### config.mk
export PLATFORM = sky130hd
export DESIGN_NAME = usb_ep_scheduler
export DESIGN_NICKNAME = d
export VERILOG_FILES = /design/src/rtl/usb_pkg.sv /design/src/rtl/usb_toggle_bank.sv /design/src/rtl/usb_ep_scheduler.sv
export SDC_FILE = /design/constraint.sdc
export NUM_CORES = 1
export LEC_CHECK = 0
export CAP_MARGIN = 20
export CORE_MARGIN = 2
export CORE_UTILIZATION = 40
export DETAILED_ROUTE_END_ITERATION = 8
export PLACE_DENSITY_LB_ADDON = 0.3
export SETUP_SLACK_MARGIN = 0.02
export SLEW_MARGIN = 20
export SYNTH_ARGS = -nofsm -noshare
export SYNTH_HDL_FRONTEND = slang
export SYNTH_SLANG_ARGS = --single-unit
### constraint.sdc
create_clock -name clk48mhz -period 4.6 [get_ports clk48mhz]
set_input_delay 0.69 -clock clk48mhz [delete_from_list [all_inputs] [get_ports clk48mhz]]
set_output_delay 0.69 -clock clk48mhz [all_outputs]
set_load 0.01 [all_outputs]
### src/rtl/usb_pkg.sv
// Shared USB definitions: handshake codes, scheduler state encoding and payload size default.
package usb_pkg;

    localparam logic [1:0] HS_ACK   = 2'd0;
    localparam logic [1:0] HS_NONE  = 2'd1;
    localparam logic [1:0] HS_NAK   = 2'd2;
    localparam logic [1:0] HS_STALL = 2'd3;

    localparam int USB_MAX_PKT = 64;

    typedef enum logic [2:0] {
        ST_IDLE     = 3'd0,
        ST_DECIDE   = 3'd1,
        ST_IN_XFER  = 3'd2,
        ST_OUT_XFER = 3'd3,
        ST_WAIT_END = 3'd4
    } sched_state_t;

endpackage

### src/rtl/usb_toggle_bank.sv
// DATA0/DATA1 toggle storage: one IN and one OUT bit per endpoint.
module usb_toggle_bank
    import usb_pkg::*;
#(
    parameter int NUM_EP = 3
) (
    input  logic       clk48mhz,
    input  logic       clear_all_i,
    input  logic       flip_en_i,
    input  logic [3:0] flip_ep_i,
    input  logic       flip_dir_in_i,
    input  logic       set_ep0_i,
    input  logic [3:0] rd_ep_i,
    input  logic       rd_dir_in_i,
    output logic       rd_toggle_o
);

    logic [NUM_EP-1:0] tog_in_q;
    logic [NUM_EP-1:0] tog_out_q;

    always_ff @(posedge clk48mhz) begin
        if (clear_all_i) begin
            tog_in_q  <= '0;
            tog_out_q <= '0;
        end else begin
            for (int i = 0; i < NUM_EP; i++) begin
                if (flip_en_i && flip_ep_i == 4'(i)) begin
                    if (flip_dir_in_i) tog_in_q[i]  <= ~tog_in_q[i];
                    else               tog_out_q[i] <= ~tog_out_q[i];
                end
            end
            // A SETUP forces both EP0 directions to DATA1, overriding any flip.
            if (set_ep0_i) begin
                tog_in_q[0]  <= 1'b1;
                tog_out_q[0] <= 1'b1;
            end
        end
    end

    // Endpoints outside the bank read as DATA0.
    always_comb begin
        rd_toggle_o = 1'b0;
        for (int i = 0; i < NUM_EP; i++) begin
            if (rd_ep_i == 4'(i)) rd_toggle_o = rd_dir_in_i ? tog_in_q[i] : tog_out_q[i];
        end
    end

endmodule

### src/rtl/usb_ep_scheduler.sv
// Endpoint scheduler: handshake decision, IN/OUT byte routing and toggle ownership.
// Optional USB_EP_SCHED_STATS_EN adds saturating nak_count/stall_count outputs.
module usb_ep_scheduler
    import usb_pkg::*;
#(
    parameter int NUM_EP  = 3,
    parameter int MAX_PKT = USB_MAX_PKT
) (
    input  logic                  clk48mhz,
    input  logic                  rst,
    input  logic                  usb_rst,
    input  logic                  transaction_active,
    input  logic                  direction_in,
    input  logic                  setup,
    input  logic                  data_strobe,
    input  logic                  success,
    input  logic [3:0]            endpoint,
    input  logic [7:0]            data_out,
    output logic [1:0]            handshake,
    output logic                  data_toggle,
    output logic [7:0]            data_in,
    output logic                  data_in_valid,
    input  logic [NUM_EP-1:0]     ep_stall,
    input  logic [NUM_EP-1:0]     ep_in_ready,
    input  logic [8*NUM_EP-1:0]   ep_in_len,
    input  logic [8*NUM_EP-1:0]   ep_in_data,
    output logic [NUM_EP-1:0]     ep_in_pop,
    output logic [NUM_EP-1:0]     ep_in_commit,
    output logic [NUM_EP-1:0]     ep_in_rewind,
    input  logic [NUM_EP-1:0]     ep_out_ready,
    output logic [7:0]            ep_out_data,
    output logic [NUM_EP-1:0]     ep_out_valid,
    output logic [NUM_EP-1:0]     ep_out_commit,
    output logic [NUM_EP-1:0]     ep_out_abort,
    output logic [NUM_EP-1:0]     ep_setup,
    output logic [3:0]            ep_sel,
    output logic                  busy
`ifdef USB_EP_SCHED_STATS_EN
    ,
    output logic [15:0]           nak_count,
    output logic [7:0]            stall_count
`endif
);

    sched_state_t      state_q;
    logic              ta_q, ds_q;
    logic [3:0]        ep_q;
    logic              dir_in_q, setup_q, success_q, overrun_q;
    logic [7:0]        count_q;
    logic [1:0]        handshake_q;
    logic [3:0]        ep_sel_q;
    logic              busy_q;
    logic [7:0]        out_data_q;
    logic [NUM_EP-1:0] in_pop_q, in_commit_q, in_rewind_q;
    logic [NUM_EP-1:0] out_valid_q, out_commit_q, out_abort_q, setup_pulse_q;

    logic              reset_req, ta_rise, ta_fall, ds_rise, pkt_ok, ep_valid;
    logic              in_ready_sel, out_ready_sel, stall_sel;
    logic [7:0]        in_len_sel, in_data_sel, len_eff;
    logic [NUM_EP-1:0] ep_onehot;
    logic [1:0]        decide_hs;
    logic              tog_flip, tog_set_ep0, end_in, end_out;

    assign reset_req = !rst || usb_rst;
    assign ta_rise   = transaction_active && !ta_q;
    assign ta_fall   = !transaction_active && ta_q;
    assign ds_rise   = data_strobe && !ds_q;
    // success on the very cycle of the falling edge still counts.
    assign pkt_ok    = success_q || success;
    assign ep_valid  = ep_q < 4'(NUM_EP);

    always_comb begin
        in_ready_sel  = 1'b0;
        out_ready_sel = 1'b0;
        stall_sel     = 1'b0;
        in_len_sel    = 8'd0;
        in_data_sel   = 8'd0;
        ep_onehot     = '0;
        for (int i = 0; i < NUM_EP; i++) begin
            if (ep_q == 4'(i)) begin
                in_ready_sel  = ep_in_ready[i];
                out_ready_sel = ep_out_ready[i];
                stall_sel     = ep_stall[i];
                in_len_sel    = ep_in_len[8*i +: 8];
                in_data_sel   = ep_in_data[8*i +: 8];
                ep_onehot[i]  = 1'b1;
            end
        end
    end

    assign len_eff = (in_len_sel > 8'(MAX_PKT)) ? 8'(MAX_PKT) : in_len_sel;

    always_comb begin
        decide_hs = HS_NAK;
        if (!ep_valid || (setup_q && ep_q != 4'd0)) decide_hs = HS_STALL;
        else if (setup_q)                          decide_hs = HS_ACK;
        else if (stall_sel)                        decide_hs = HS_STALL;
        else if (dir_in_q)                         decide_hs = in_ready_sel ? HS_ACK : HS_NAK;
        else                                       decide_hs = out_ready_sel ? HS_ACK : HS_NAK;
    end

    assign end_in      = (state_q == ST_IN_XFER) && ta_fall;
    assign end_out     = (state_q == ST_OUT_XFER) && ta_fall;
    assign tog_flip    = (end_in && pkt_ok) || (end_out && pkt_ok && !overrun_q && !setup_q);
    assign tog_set_ep0 = end_out && pkt_ok && !overrun_q && setup_q;

    usb_toggle_bank #(.NUM_EP(NUM_EP)) u_toggle_bank (
        .clk48mhz      (clk48mhz),
        .clear_all_i   (reset_req),
        .flip_en_i     (tog_flip),
        .flip_ep_i     (ep_q),
        .flip_dir_in_i (end_in),
        .set_ep0_i     (tog_set_ep0),
        .rd_ep_i       (ep_sel_q),
        .rd_dir_in_i   (1'b1),
        .rd_toggle_o   (data_toggle)
    );

    always_ff @(posedge clk48mhz) begin
        if (reset_req) begin
            state_q       <= ST_IDLE;
            ta_q          <= 1'b0;
            ds_q          <= 1'b0;
            ep_q          <= 4'd0;
            dir_in_q      <= 1'b0;
            setup_q       <= 1'b0;
            success_q     <= 1'b0;
            overrun_q     <= 1'b0;
            count_q       <= 8'd0;
            handshake_q   <= HS_NAK;
            ep_sel_q      <= 4'd0;
            busy_q        <= 1'b0;
            out_data_q    <= 8'd0;
            in_pop_q      <= '0;
            in_commit_q   <= '0;
            in_rewind_q   <= '0;
            out_valid_q   <= '0;
            out_commit_q  <= '0;
            out_abort_q   <= '0;
            setup_pulse_q <= '0;
        end else begin
            ta_q          <= transaction_active;
            ds_q          <= data_strobe;
            in_pop_q      <= '0;
            in_commit_q   <= '0;
            in_rewind_q   <= '0;
            out_valid_q   <= '0;
            out_commit_q  <= '0;
            out_abort_q   <= '0;
            setup_pulse_q <= '0;
            if (state_q != ST_IDLE && success) success_q <= 1'b1;
            case (state_q)
                ST_IDLE: begin
                    handshake_q <= HS_NAK;
                    if (ta_rise) begin
                        ep_q      <= endpoint;
                        dir_in_q  <= direction_in;
                        setup_q   <= setup;
                        success_q <= success;
                        overrun_q <= 1'b0;
                        count_q   <= 8'd0;
                        busy_q    <= 1'b1;
                        state_q   <= ST_DECIDE;
                    end
                end
                ST_DECIDE: begin
                    handshake_q <= decide_hs;
                    ep_sel_q    <= ep_q;
                    if (ta_fall) begin
                        busy_q  <= 1'b0;
                        state_q <= ST_IDLE;
                    end else if (decide_hs == HS_ACK) begin
                        state_q <= (dir_in_q && !setup_q) ? ST_IN_XFER : ST_OUT_XFER;
                    end else begin
                        state_q <= ST_WAIT_END;
                    end
                end
                ST_IN_XFER: begin
                    if (ta_fall) begin
                        if (pkt_ok) in_commit_q <= ep_onehot;
                        else        in_rewind_q <= ep_onehot;
                        busy_q  <= 1'b0;
                        state_q <= ST_IDLE;
                    end else if (ds_rise && count_q < len_eff) begin
                        count_q  <= count_q + 8'd1;
                        in_pop_q <= ep_onehot;
                    end
                end
                ST_OUT_XFER: begin
                    if (ta_fall) begin
                        if (pkt_ok && !overrun_q) begin
                            out_commit_q <= ep_onehot;
                            if (setup_q) setup_pulse_q[0] <= 1'b1;
                        end else begin
                            out_abort_q <= ep_onehot;
                        end
                        busy_q  <= 1'b0;
                        state_q <= ST_IDLE;
                    end else if (ds_rise) begin
                        if (count_q < 8'(MAX_PKT)) begin
                            count_q     <= count_q + 8'd1;
                            out_data_q  <= data_out;
                            out_valid_q <= ep_onehot;
                        end else begin
                            overrun_q <= 1'b1;
                        end
                    end
                end
                ST_WAIT_END: begin
                    if (ta_fall) begin
                        busy_q  <= 1'b0;
                        state_q <= ST_IDLE;
                    end
                end
                default: state_q <= ST_IDLE;
            endcase
        end
    end

`ifdef USB_EP_SCHED_STATS_EN
    logic [15:0] nak_count_q;
    logic [7:0]  stall_count_q;

    always_ff @(posedge clk48mhz) begin
        if (reset_req) begin
            nak_count_q   <= 16'd0;
            stall_count_q <= 8'd0;
        end else if (state_q == ST_DECIDE) begin
            if (decide_hs == HS_NAK && nak_count_q != 16'hFFFF)
                nak_count_q <= nak_count_q + 16'd1;
            if (decide_hs == HS_STALL && stall_count_q != 8'hFF)
                stall_count_q <= stall_count_q + 8'd1;
        end
    end

    assign nak_count   = nak_count_q;
    assign stall_count = stall_count_q;
`endif

    assign handshake     = handshake_q;
    assign data_in       = in_data_sel;
    assign data_in_valid = (state_q == ST_IN_XFER) && (count_q < len_eff);
    assign ep_in_pop     = in_pop_q;
    assign ep_in_commit  = in_commit_q;
    assign ep_in_rewind  = in_rewind_q;
    assign ep_out_data   = out_data_q;
    assign ep_out_valid  = out_valid_q;
    assign ep_out_commit = out_commit_q;
    assign ep_out_abort  = out_abort_q;
    assign ep_setup      = setup_pulse_q;
    assign ep_sel        = ep_sel_q;
    assign busy          = busy_q;

endmodule

==> metrics <==
outcome finished clean; Max-Cap Viols 0; EDFF count, synth 0; share of flip-flops with an asynchronous set or reset 0%; Hold-fix buffers, CTS 0; Setup Viol. Count Final 0; DP HPWL 6690 um; Area growth syn-to-layout 50.5%; gr usage total 21.5%; antenna violations before repair 0; RSZ-0062 raised after global routing false; power density cells 269 nW/um^2; WL/cell 14.7 um; first-pass GRT wire length 14800 um; crit path time final 4370 ps; Synth Instances 377; final hold violations 0; Fin Setup TNS 0 ps; synth warn 0; Placed Instance Area 4410 um^2; Sink Count 58; DR pass1 iterations 5; Mean Syn Cell Area 8.25 um^2; share of layout cells above drive strength 1 10.9%; number of vias per cell 5.25; worst hold margin 478 ps; Initial Util 40.7%; Initial DRC Count 153; Max VDD drop 0.000218 V; Clock Skews 9.71 ps; n_diodes 0; number of global-route vias before repair 3140; port bufs 120; r2r setup slk 670 ps; fillcell total 662; via count 3174; # IOs 123; area of the mapped netlist 3110 um^2; final WL 8910 um; f_max 229 MHz; top cells by area, synth dfxtp_1 37%, nor2_1 8.2%, mux2i_1 7.1%, a21oi_1 5.6%, ha_1 3.2%; Num CTS Buffers 9; Root Driver clkbuf_8; period utilisation layout 95.1%; Overflow after GRT 0; CTS tree built; Yosys top cell area share 37.3%; Core ar. 7650 um^2; leak pwr 1.80 nW; DIE WIDTH 92.2 um; Worst-path clk slew 60 ps; CP startpoint kind input pin; Crit Path Category input pin to output port; Crit. End Element output port; Yosys top cell by area dfxtp_1; post-route cell area 4680 um^2; die area 8490 um^2; Worst Path Required 3910 ps; number of synthesized register bits 58; H-tree level count 3; die height 92.2 um; Routed Antenna Nets 0; Design Power 1.26 mW; GP Congestion 0.847; worst-skew pair later-pin latency 330 ps; CTS Buffer Depth 2; num rows 32; class of the worst hold path register to register; final net count 583; Crit Path Max Fanout 4; Worst slew margin 57.1%; largest net degree at the start of global routing 34; worst slew pin tran 642 ps; Worst EP arrival 3680 ps; synth unique cells 59; Slew Limit Fails 0; top_reg_cell synth dfxtp_1; sequential fraction of the synthesis area 37.3%; DRC Markers 0
-- kinds of logic after synthesis --
logic type / after synthesis / share of synthesized area [%]
and+or+nand+nor: 165 / 26.1
buffers and inverters: 31 / 4.91
DFF: 58 / 37.3
adders and majority gates: 8 / 3.22
xor gates and xnor gates: 1 / 0.282
muxes: 25 / 8.53
other: 2 / 0.242
AOI/OAI and AO/OA: 87 / 19.4
-- critical path, cell delays in order --
cell	delay (ps)
clkdlybuf4s50_1	420
or4_1	540
o21ai_1	170
a21oi_1	80
nand2_1	90
a31oi_2	110
or3_1	400
ha_1	280
and4_1	200
a211o_1	280
nor2_2	120
nand2_2	90
inv_1	80
clkbuf_2	120
-- cell type report --
class                   count  area [um^2]  share of cell area, %
clock inverters             4         73.8                   1.58
well taps                 102          128                   2.73
repair buffers            135         1310                   28.0
multi-input cells         289         1830                   39.2
clock buffers              12          155                   3.32
flip-flops and latches     58         1160                   24.8
inverters                   5         18.8                  0.401
-- worst paths after layout --
check / cells after the start / start / to
max: 14 / ep_in_len[7] / data_in_valid
min: 2 / busy$_SDFFE_PP0P_ / busy$_SDFFE_PP0P_
max reg2reg: 14 / ep_q[0]$_SDFFE_PP0P_ / count_q[7]$_SDFFE_PP0P_
min reg2reg: 2 / busy$_SDFFE_PP0P_ / busy$_SDFFE_PP0P_
-- state kept, by name, summed over array words and instances, names as in the netlist, 2 cells and up --
signal and flops:
count_q 8, ep_in_commit 3, ep_in_pop 3, ep_in_rewind 3, ep_out_abort 3, ep_out_commit 3
ep_out_data 8, ep_out_valid 3, ep_q 4, ep_sel 4, handshake 2, state_q 3
u_toggle_bank.tog_in_q 3
-- report_power, final --
group	total [mW]	internal, mW	switching (mW)	leakage, nW
logic	0.210	0.118	0.0929	1.21
clock network	0.533	0.335	0.199	0.117
registers	0.513	0.506	0.00650	0.468
total	1.26	0.959	0.298	1.80
-- synth_stat cells, types with 2 or more instances --
cell type and number:
a211o_1 2, clkbuf_1 15, o211ai_2 6, and2_1 5, buf_6 3, a21oi_1 35, nand2b_1 3, or3_1 7
inv_1 5, nand3b_1 2, nand4_1 2, a31oi_1 5, a22oi_1 4, buf_4 3, buf_2 2, mux2_2 2
and3_1 3, o21ai_1 5, nand2_1 22, buf_1 3, conb_1 2, dfxtp_1 58, nor3b_1 2, nor4_1 7
ha_1 8, o21ai_0 13, nand3_1 15, nor2b_1 7, nor2_1 68, mux2i_1 22, or4_1 4, nor3_1 8
a211oi_1 3
-- layer usage --
| layer | GRT usage [%] | share of wire, % | vias to the layer above |
|---|---|---|---|
| met2 | 37.7 | 51 | 70 |
| met1 | 25.9 | 42 | 1509 |
| met4 | 5.72 | 1.5 | 0 |
| li1 | - | - | 1579 |
| met5 | 0 | 0 | - |
| met3 | 5.83 | 5.2 | 16 |
-- cell usage in the layout, fill, tap and decap left out, types with 3 or more instances in the layout --
cell | netlist | final
a21oi_1 | 35 | 35
a22oi_1 | 4 | 4
a31oi_1 | 5 | 4
and2_1 | 5 | 5
and3_1 | 3 | 3
buf_4 | 3 | 15
clkbuf_8 | 0 | 11
clkdlybuf4s50_1 | 0 | 119
conb_1 | 2 | 3
dfxtp_1 | 58 | 58
ha_1 | 8 | 7
inv_1 | 5 | 5
mux2i_1 | 22 | 22
nand2_1 | 22 | 21
nand2b_1 | 3 | 3
nand3_1 | 15 | 15
nor2_1 | 68 | 67
nor2b_1 | 7 | 7
nor3_1 | 8 | 8
nor4_1 | 7 | 7
o211ai_2 | 6 | 6
o21ai_0 | 13 | 12
o21ai_1 | 5 | 6
or3_1 | 7 | 6
or4_1 | 4 | 4
-- metrics by stage --
| step | setup slack, ps | utilization [%] | cells |
|---|---|---|---|
| global route | 67.5 | 61.2 | 605 |
| detailed placement | -321 | 57.7 | 588 |
| global placement | -272 | 57.7 | 588 |
| floorplan | 794 | - | 378 |
| finish | 227 | 61.2 | 605 |
| CTS | 42.9 | 60.8 | 604 |
-- repair_timing --
action                     in CTS  in global routing
pin swaps                       2                  4
setup buffers                   0                  1
hold endpoints to repair        0                  0
setup endpoints to repair       1                  1
resized for setup               5                  5
No activity file was read; power rests on OpenSTA's default activity.
